<file path="config.mk">
export PLATFORM = sky130hd
export DESIGN_NAME = noc_out_port_arbiter
export DESIGN_NICKNAME = d
export VERILOG_FILES = /design/src/rtl/ravenoc_pkg.sv /design/src/rtl/rr_prio_picker.sv /design/src/rtl/noc_out_port_arbiter.sv
export SDC_FILE = /design/constraint.sdc
export NUM_CORES = 1
export LEC_CHECK = 0
export ABC_AREA = 1
export CAP_MARGIN = 40
export CORE_ASPECT_RATIO = 1.75
export CORE_UTILIZATION = 30
export CTS_BUF_LIST = sky130_fd_sc_hd__clkbuf_4
export CTS_CLUSTER_SIZE = 30
export DETAILED_ROUTE_END_ITERATION = 16
export DONT_BUFFER_PORTS = 1
export SYNTH_ARGS = -nofsm -noshare
export SYNTH_HDL_FRONTEND = slang
export SYNTH_SLANG_ARGS = --single-unit
</file>
<file path="constraint.sdc">
create_clock -name clk -period 3.6 [get_ports clk]
set_clock_uncertainty 0.15 [all_clocks]
set_input_delay 0.36 -clock clk [delete_from_list [all_inputs] [get_ports clk]]
set_output_delay 0.36 -clock clk [all_outputs]
set_load 0.05 [all_outputs]
</file>
<file path="src/rtl/ravenoc_pkg.sv">
// Shared RaveNoC types: flit type encoding carried in the top bits of every flit,
// and the output-port arbiter state.
package ravenoc_pkg;

  localparam int FLIT_TYPE_W = 2;

  typedef enum logic [FLIT_TYPE_W-1:0] {
    HEAD      = 2'b00,
    BODY      = 2'b01,
    TAIL      = 2'b10,
    HEAD_TAIL = 2'b11
  } flit_type_t;

  typedef enum logic {
    IDLE   = 1'b0,
    LOCKED = 1'b1
  } arb_state_t;

  function automatic logic is_head(input flit_type_t t);
    return (t == HEAD) || (t == HEAD_TAIL);
  endfunction

endpackage

</file>
<file path="src/rtl/rr_prio_picker.sv">
// Combinational round-robin picker: first requester at or above ptr, wrapping.
// The request vector is doubled so the wrap-around becomes a plain priority scan.
module rr_prio_picker #(
  parameter int N     = 5,
  parameter int IDX_W = 3
) (
  input  logic [N-1:0]     req,
  input  logic [IDX_W-1:0] ptr,
  output logic [N-1:0]     grant,
  output logic [IDX_W-1:0] idx,
  output logic             any_grant
);

  always_comb begin
    logic [2*N-1:0] masked;
    masked    = {req, req};
    grant     = '0;
    idx       = '0;
    any_grant = 1'b0;
    // lower copy only keeps positions at or above ptr; the upper copy covers the wrap
    for (int j = 0; j < N; j++) begin
      if (j < int'(ptr)) masked[j] = 1'b0;
    end
    for (int j = 0; j < 2 * N; j++) begin
      if (masked[j] && !any_grant) begin
        any_grant    = 1'b1;
        idx          = IDX_W'(j % N);
        grant[j % N] = 1'b1;
      end
    end
  end

endmodule

</file>
<file path="src/rtl/noc_out_port_arbiter.sv">
// Wormhole output-port arbiter and flit mux: round-robin on head flits, grant held
// until the tail is accepted, plus a stall watchdog and a sticky protocol-error flag.
module noc_out_port_arbiter
  import ravenoc_pkg::*;
#(
  parameter int N_INPUTS       = 5,
  parameter int FLIT_WIDTH     = 34,
  parameter int TIMEOUT_CYCLES = 256,
  localparam int IDX_W = (N_INPUTS > 1) ? $clog2(N_INPUTS) : 1
) (
  input  logic                           clk,
  input  logic                           rst,
  input  logic [N_INPUTS-1:0]            in_valid,
  input  logic [N_INPUTS*FLIT_WIDTH-1:0] in_data,
  output logic [N_INPUTS-1:0]            in_ready,
  output logic                           out_valid,
  output logic [FLIT_WIDTH-1:0]          out_data,
  input  logic                           out_ready,
  output logic                           lock_o,
  output logic [IDX_W-1:0]               owner_o,
  output logic                           err_proto_o,
  output logic                           timeout_o
);

  localparam int CNT_W = (TIMEOUT_CYCLES > 0) ? $clog2(TIMEOUT_CYCLES + 1) : 1;
  localparam logic [CNT_W-1:0] CNT_LAST = (TIMEOUT_CYCLES > 0) ? CNT_W'(TIMEOUT_CYCLES - 1) : '0;

  arb_state_t          state, state_next;
  logic [IDX_W-1:0]    ptr, ptr_next;
  logic [IDX_W-1:0]    owner, owner_next;
  logic [CNT_W-1:0]    wd_cnt, wd_cnt_next;
  logic                err_proto, err_next;
  logic                timeout, timeout_next;

  flit_type_t          in_type [N_INPUTS];
  logic [N_INPUTS-1:0] head_req, bad_idle, pick_onehot;
  logic [IDX_W-1:0]    pick_idx, grant_idx;
  logic                pick_any, transfer;
  flit_type_t          grant_type;

  function automatic logic [IDX_W-1:0] wrap_inc(input logic [IDX_W-1:0] i);
    return (int'(i) == N_INPUTS - 1) ? '0 : i + 1'b1;
  endfunction

  always_comb begin
    for (int i = 0; i < N_INPUTS; i++) begin
      in_type[i]  = flit_type_t'(in_data[i*FLIT_WIDTH + FLIT_WIDTH - 1 -: FLIT_TYPE_W]);
      head_req[i] = in_valid[i] && is_head(in_type[i]);
      bad_idle[i] = in_valid[i] && !is_head(in_type[i]);
    end
  end

  rr_prio_picker #(
    .N     (N_INPUTS),
    .IDX_W (IDX_W)
  ) u_picker (
    .req       (head_req),
    .ptr       (ptr),
    .grant     (pick_onehot),
    .idx       (pick_idx),
    .any_grant (pick_any)
  );

  // The mux path is purely combinational so a flit can leave in the cycle it arrives.
  always_comb begin
    grant_idx  = (state == LOCKED) ? owner : pick_idx;
    out_valid  = !rst && ((state == LOCKED) ? in_valid[owner] : pick_any);
    out_data   = in_data[int'(grant_idx)*FLIT_WIDTH +: FLIT_WIDTH];
    grant_type = in_type[grant_idx];
    transfer   = out_valid && out_ready;
    in_ready   = '0;
    if (transfer) begin
      in_ready = (state == LOCKED) ? (N_INPUTS'(1) << owner) : pick_onehot;
    end
  end

  always_comb begin
    state_next   = state;
    ptr_next     = ptr;
    owner_next   = owner;
    wd_cnt_next  = wd_cnt;
    err_next     = err_proto;
    timeout_next = 1'b0;
    case (state)
      IDLE: begin
        if (|bad_idle) err_next = 1'b1;
        if (transfer) begin
          owner_next = grant_idx;
          if (grant_type == HEAD) begin
            state_next  = LOCKED;
            wd_cnt_next = '0;
          end else begin
            ptr_next = wrap_inc(grant_idx);
          end
        end
      end
      LOCKED: begin
        if (out_valid && is_head(grant_type)) err_next = 1'b1;
        if (transfer) begin
          wd_cnt_next = '0;
          if (grant_type == TAIL) begin
            state_next = IDLE;
            ptr_next   = wrap_inc(owner);
          end
        end else if (TIMEOUT_CYCLES > 0) begin
          // a stalled packet is abandoned, not repaired; upstream owns the cleanup
          if (wd_cnt == CNT_LAST) begin
            state_next   = IDLE;
            ptr_next     = wrap_inc(owner);
            wd_cnt_next  = '0;
            timeout_next = 1'b1;
          end else begin
            wd_cnt_next = wd_cnt + 1'b1;
          end
        end
      end
      default: state_next = IDLE;
    endcase
  end

  always_ff @(posedge clk) begin
    if (rst) begin
      state     <= IDLE;
      ptr       <= '0;
      owner     <= '0;
      wd_cnt    <= '0;
      err_proto <= 1'b0;
      timeout   <= 1'b0;
    end else begin
      state     <= state_next;
      ptr       <= ptr_next;
      owner     <= owner_next;
      wd_cnt    <= wd_cnt_next;
      err_proto <= err_next;
      timeout   <= timeout_next;
    end
  end

  assign lock_o      = (state == LOCKED);
  assign owner_o     = owner;
  assign err_proto_o = err_proto;
  assign timeout_o   = timeout;

endmodule
</file>
==> summary.md <==
| Metric | Value |
|---|---|
| Status | `finished, final reports clean` |
| Post-synth ARST share | `0%` |
| Max-slew violations | `0` |
| Clock share of power | `1.8%` |
| Diodes inserted | `0` |
| Pwr dens | `around 1500 nW/um2` |
| Post-DRT Antenna Nets | `0` |
| Syn_area_per_cell | `5.31 um2` |
| Final setup vio count | `0` |
| Sw Pwr | `around 3.5 mW` |
| Crit-path max FO | `16` |
| IO Port Bufs | `0` |
| Static Leak | `just under 2 nW` |
| Final setup TNS | `0 ns` |
| R2r startpoint | `ptr[2]` |
| Synth Instances | `574` |
| WHS Endpoint | `wd_cnt[4]` |
| CTS root buf | `clkbuf_4` |
| Reg area | `360 um2` |
| Placer Congestion | `1.04` |
| Final net count | `approximately 800` |
| Initial Util | `a little under a third` |
| Fmax | `0.293 GHz` |
| Final HPWL DP | `~11000 um` |
| CP Launch Type | `flip-flop` |
| R2R depth | `28` |
| Area of the core | `slightly below 10000 um2` |
| Synthesized cell area | `3050 um2` |
| Setup CP Type | `flip-flop to primary output` |
| Die area | `about 11000 um2` |
| Vias | `between 4000 and 5000` |
| Synth top area share | `31.5%` |
| Top cell type by total area after synthesis | `nand2_1` |
| Unrepaired setup endpoints after global routing | `false` |
| Fin. Hold Viols | `0` |
| Final WL | `around 14000 um` |
| Seq cells post-synth | `18` |
| Placed cell area | `3830 um2` |
| Sw frac | `between 50 and 60%` |
| Footprint of the multi-input gates | `2380 um2` |
| Post-Syn Nets | `~760` |
| Worst slew margin | `63.6%` |
| Row Count | `48` |
| Vias in the first global route | `3554` |
| Drc violations | `0` |
| Height of the die | `between 100 and 150 um` |
| VDD IR max | `777 uV` |
| Seq/Total Area, Yosys | `between 10% and 20%` |
| Final worst path period need | `about 3.4 ns` |
| First-pass iteration count of the detailed router | `5` |
| CP arrival | `2.91 ns` |
| Yosys warnings | `0` |
| Commonest non-fill, non-tap cells in the layout | `nand2_1, nand3_1, buf_12, inv_1, buf_4` |
| Hold path start | `rst` |
| Top_reg_cell synth | `dfxtp_1` |
| GRT Util Overall | `between 20% and 30%` |
| Clock buffer count from CTS | `3` |
| Hold Crit Class | `input pin to flip-flop` |
| Initial DRC Count | `185` |
| Die width | `between 70 and 80 um` |
| First-pass GRT wire length | `around 19000 um` |
| Internal power | `approximately 2.4 mW` |
| H-tree depth | `1` |
| Share of post-route cells with drive strength above 1 | `15.3%` |
| CTS Sinks | `18` |
| Worst EP required | `3.09 ns` |
| Reg2reg setup slack | `between 0.2 and 0.3 ns` |
| Synth top area cells | `nand2_1, nand3_1, dfxtp_1` |
| Reg clk slew, reported paths | `about 0.11 ns` |
| Endpoint class of the critical path | `primary output` |
| Most common cell after layout, fill and taps aside | `nand2_1` |
| R2R Path End | `ptr[0]` |
| EDFF count, synth | `0` |
| WL per Instance | `~19 um` |
| Gr ovfl total | `0` |
| CTS max path bufs | `2` |
| Filler Cells Inserted | `~1000` |
| Post-synthesis cell type count | `43` |
| Final worst path period share | `between 90% and 100%` |
| Synth-to-layout area growth | `31.0%` |
| Flop pwr share | `under 10%` |
| Worst hold path depth | `2` |
| Dpl cells | `~700` |
| Clock Latency Late Sink | `around 0.3 ns` |
| Non-filler cells, final | `731` |
| Io pins | `224` |
| Worst Tran Pin Value | `approximately 0.55 ns` |
| Largest net degree at the start of global routing | `65` |
| Combinational power share | `between 90 and 100%` |
| CTS tree | `built` |
| Antenna violations before repair | `0` |
| Max_cap viols | `0` |
| Vias per cell | `between 5 and 6` |
| Design Area, Final | `4000 um2` |
==> cell usage after synthesis, types with 2 or more instances <==
cell        n
a21oi_1    18
a31oi_1     4
buf_1       3
buf_2       8
buf_6       7
clkbuf_1   11
dfxtp_1    18
ha_1       10
inv_1      33
inv_2       7
nand2_1   256
nand2_2     3
nand2_4     3
nand3_1   121
nand3_2     2
nand3b_1    4
nand4_1     5
nand4_2     2
nor2_1     16
nor2_4      2
nor3_1      2
o21ai_0    12
o31ai_1     2
or2_1       2
xor2_1      5
==> timing repair <==
item	in CTS	in global routing
pin swaps	0	2
endpoints found under the hold margin	9	0
hold buffers	1	0
setup buffers	0	5
cloned	0	2
endpoints found under the setup margin	13	34
resized for setup	1	13
==> stage by stage <==
stage | power, mW | utilization, % | setup WS, ns | hold slack, ns
floorplan | 3.40 | - | 0.0738 | 0.272
global placement | 5.55 | 38.9 | 0.297 | 0.279
detailed placement | 5.59 | 38.9 | 0.267 | 0.283
CTS | 5.73 | 39.3 | 0.0302 | 0.100
global route | 6.21 | 40.6 | 0.0203 | 0.105
finish | 5.91 | 40.6 | 0.184 | 0.107
==> sequential cells by signal, summed over array words and instances, names as in the netlist <==
register and flops:
owner_o 3, timeout_o 1, lock_o 1, err_proto_o 1, ptr 3, wd_cnt 9
==> area by class of cell <==
cell class,count,area share (%)
clock buffer,3,0.563
clock inverter,1,0.0939
inverter,41,3.91
multi-input combinational,485,59.4
sequential,18,9.01
tap,125,3.91
timing repair buffer,58,23.1
==> how the worst max path moves through the flow <==
| stage | end | slack [ns] | from | cells after the start |
|---|---|---|---|---|
| 5_1_grt | out_data[2] | 0.02 | ptr[2] | 20 |
| 6_report | out_data[2] | 0.18 | ptr[2] | 20 |
| 4_1_cts | out_data[2] | 0.03 | ptr[2] | 19 |
| 3_3_place_gp | out_data[24] | 0.30 | in_data[168] | 16 |
| 2_1_floorplan | in_ready[2] | 0.07 | owner_o[0] | 9 |
| 3_5_place_dp | out_data[24] | 0.27 | in_data[168] | 16 |
==> logic make-up (layout without fill, tap and decap cells) <==
kind of cell	Yosys count	in the layout	synth area share [%]
DFF	18	18	11.8
buffers and inverters	71	103	11.0
adders and majority gates	10	10	4.10
AOI/OAI and AO/OA	43	43	8.04
xor gates and xnor gates	6	6	1.72
and+or+nand+nor	426	426	63.3
==> power by group through the flow <==
stage | registers [mW] | logic, mW | clock network [mW]
after floorplan | 0.285 | 3.11 | 0
after global placement | 0.257 | 5.29 | 0
after detailed placement | 0.258 | 5.33 | 0
after CTS | 0.253 | 5.36 | 0.110
after global routing | 0.256 | 5.84 | 0.116
final | 0.253 | 5.55 | 0.106
==> routing by layer <==
layer	wire length [um]	vias up	GRT usage, %	part of all wire, %
met5	0	-	0	0
met4	696	0	11.3	5.1
met3	1850	45	9.90	14
met2	6760	275	41.6	50
met1	4340	1841	21.7	32
li1	-	1933	-	-
==> critical path, stage by stage, from the launching register on <==
cell and delay [ns]:
dfxtp_1 0.33, inv_2 0.10, nand2_1 0.09, inv_2 0.10, nand3_2 0.13, nand2_2 0.14, nor2_4 0.05, nand4_4 0.10
inv_2 0.04, nand2_1 0.09, nand2_1 0.08, inv_2 0.07, nand3_2 0.11, nand2_4 0.17, inv_4 0.10, nor3_4 0.19
buf_4 0.16, buf_12 0.15, nand2_1 0.09, nand2_1 0.13, buf_12 0.16
Power figures use the tool's default switching activity.
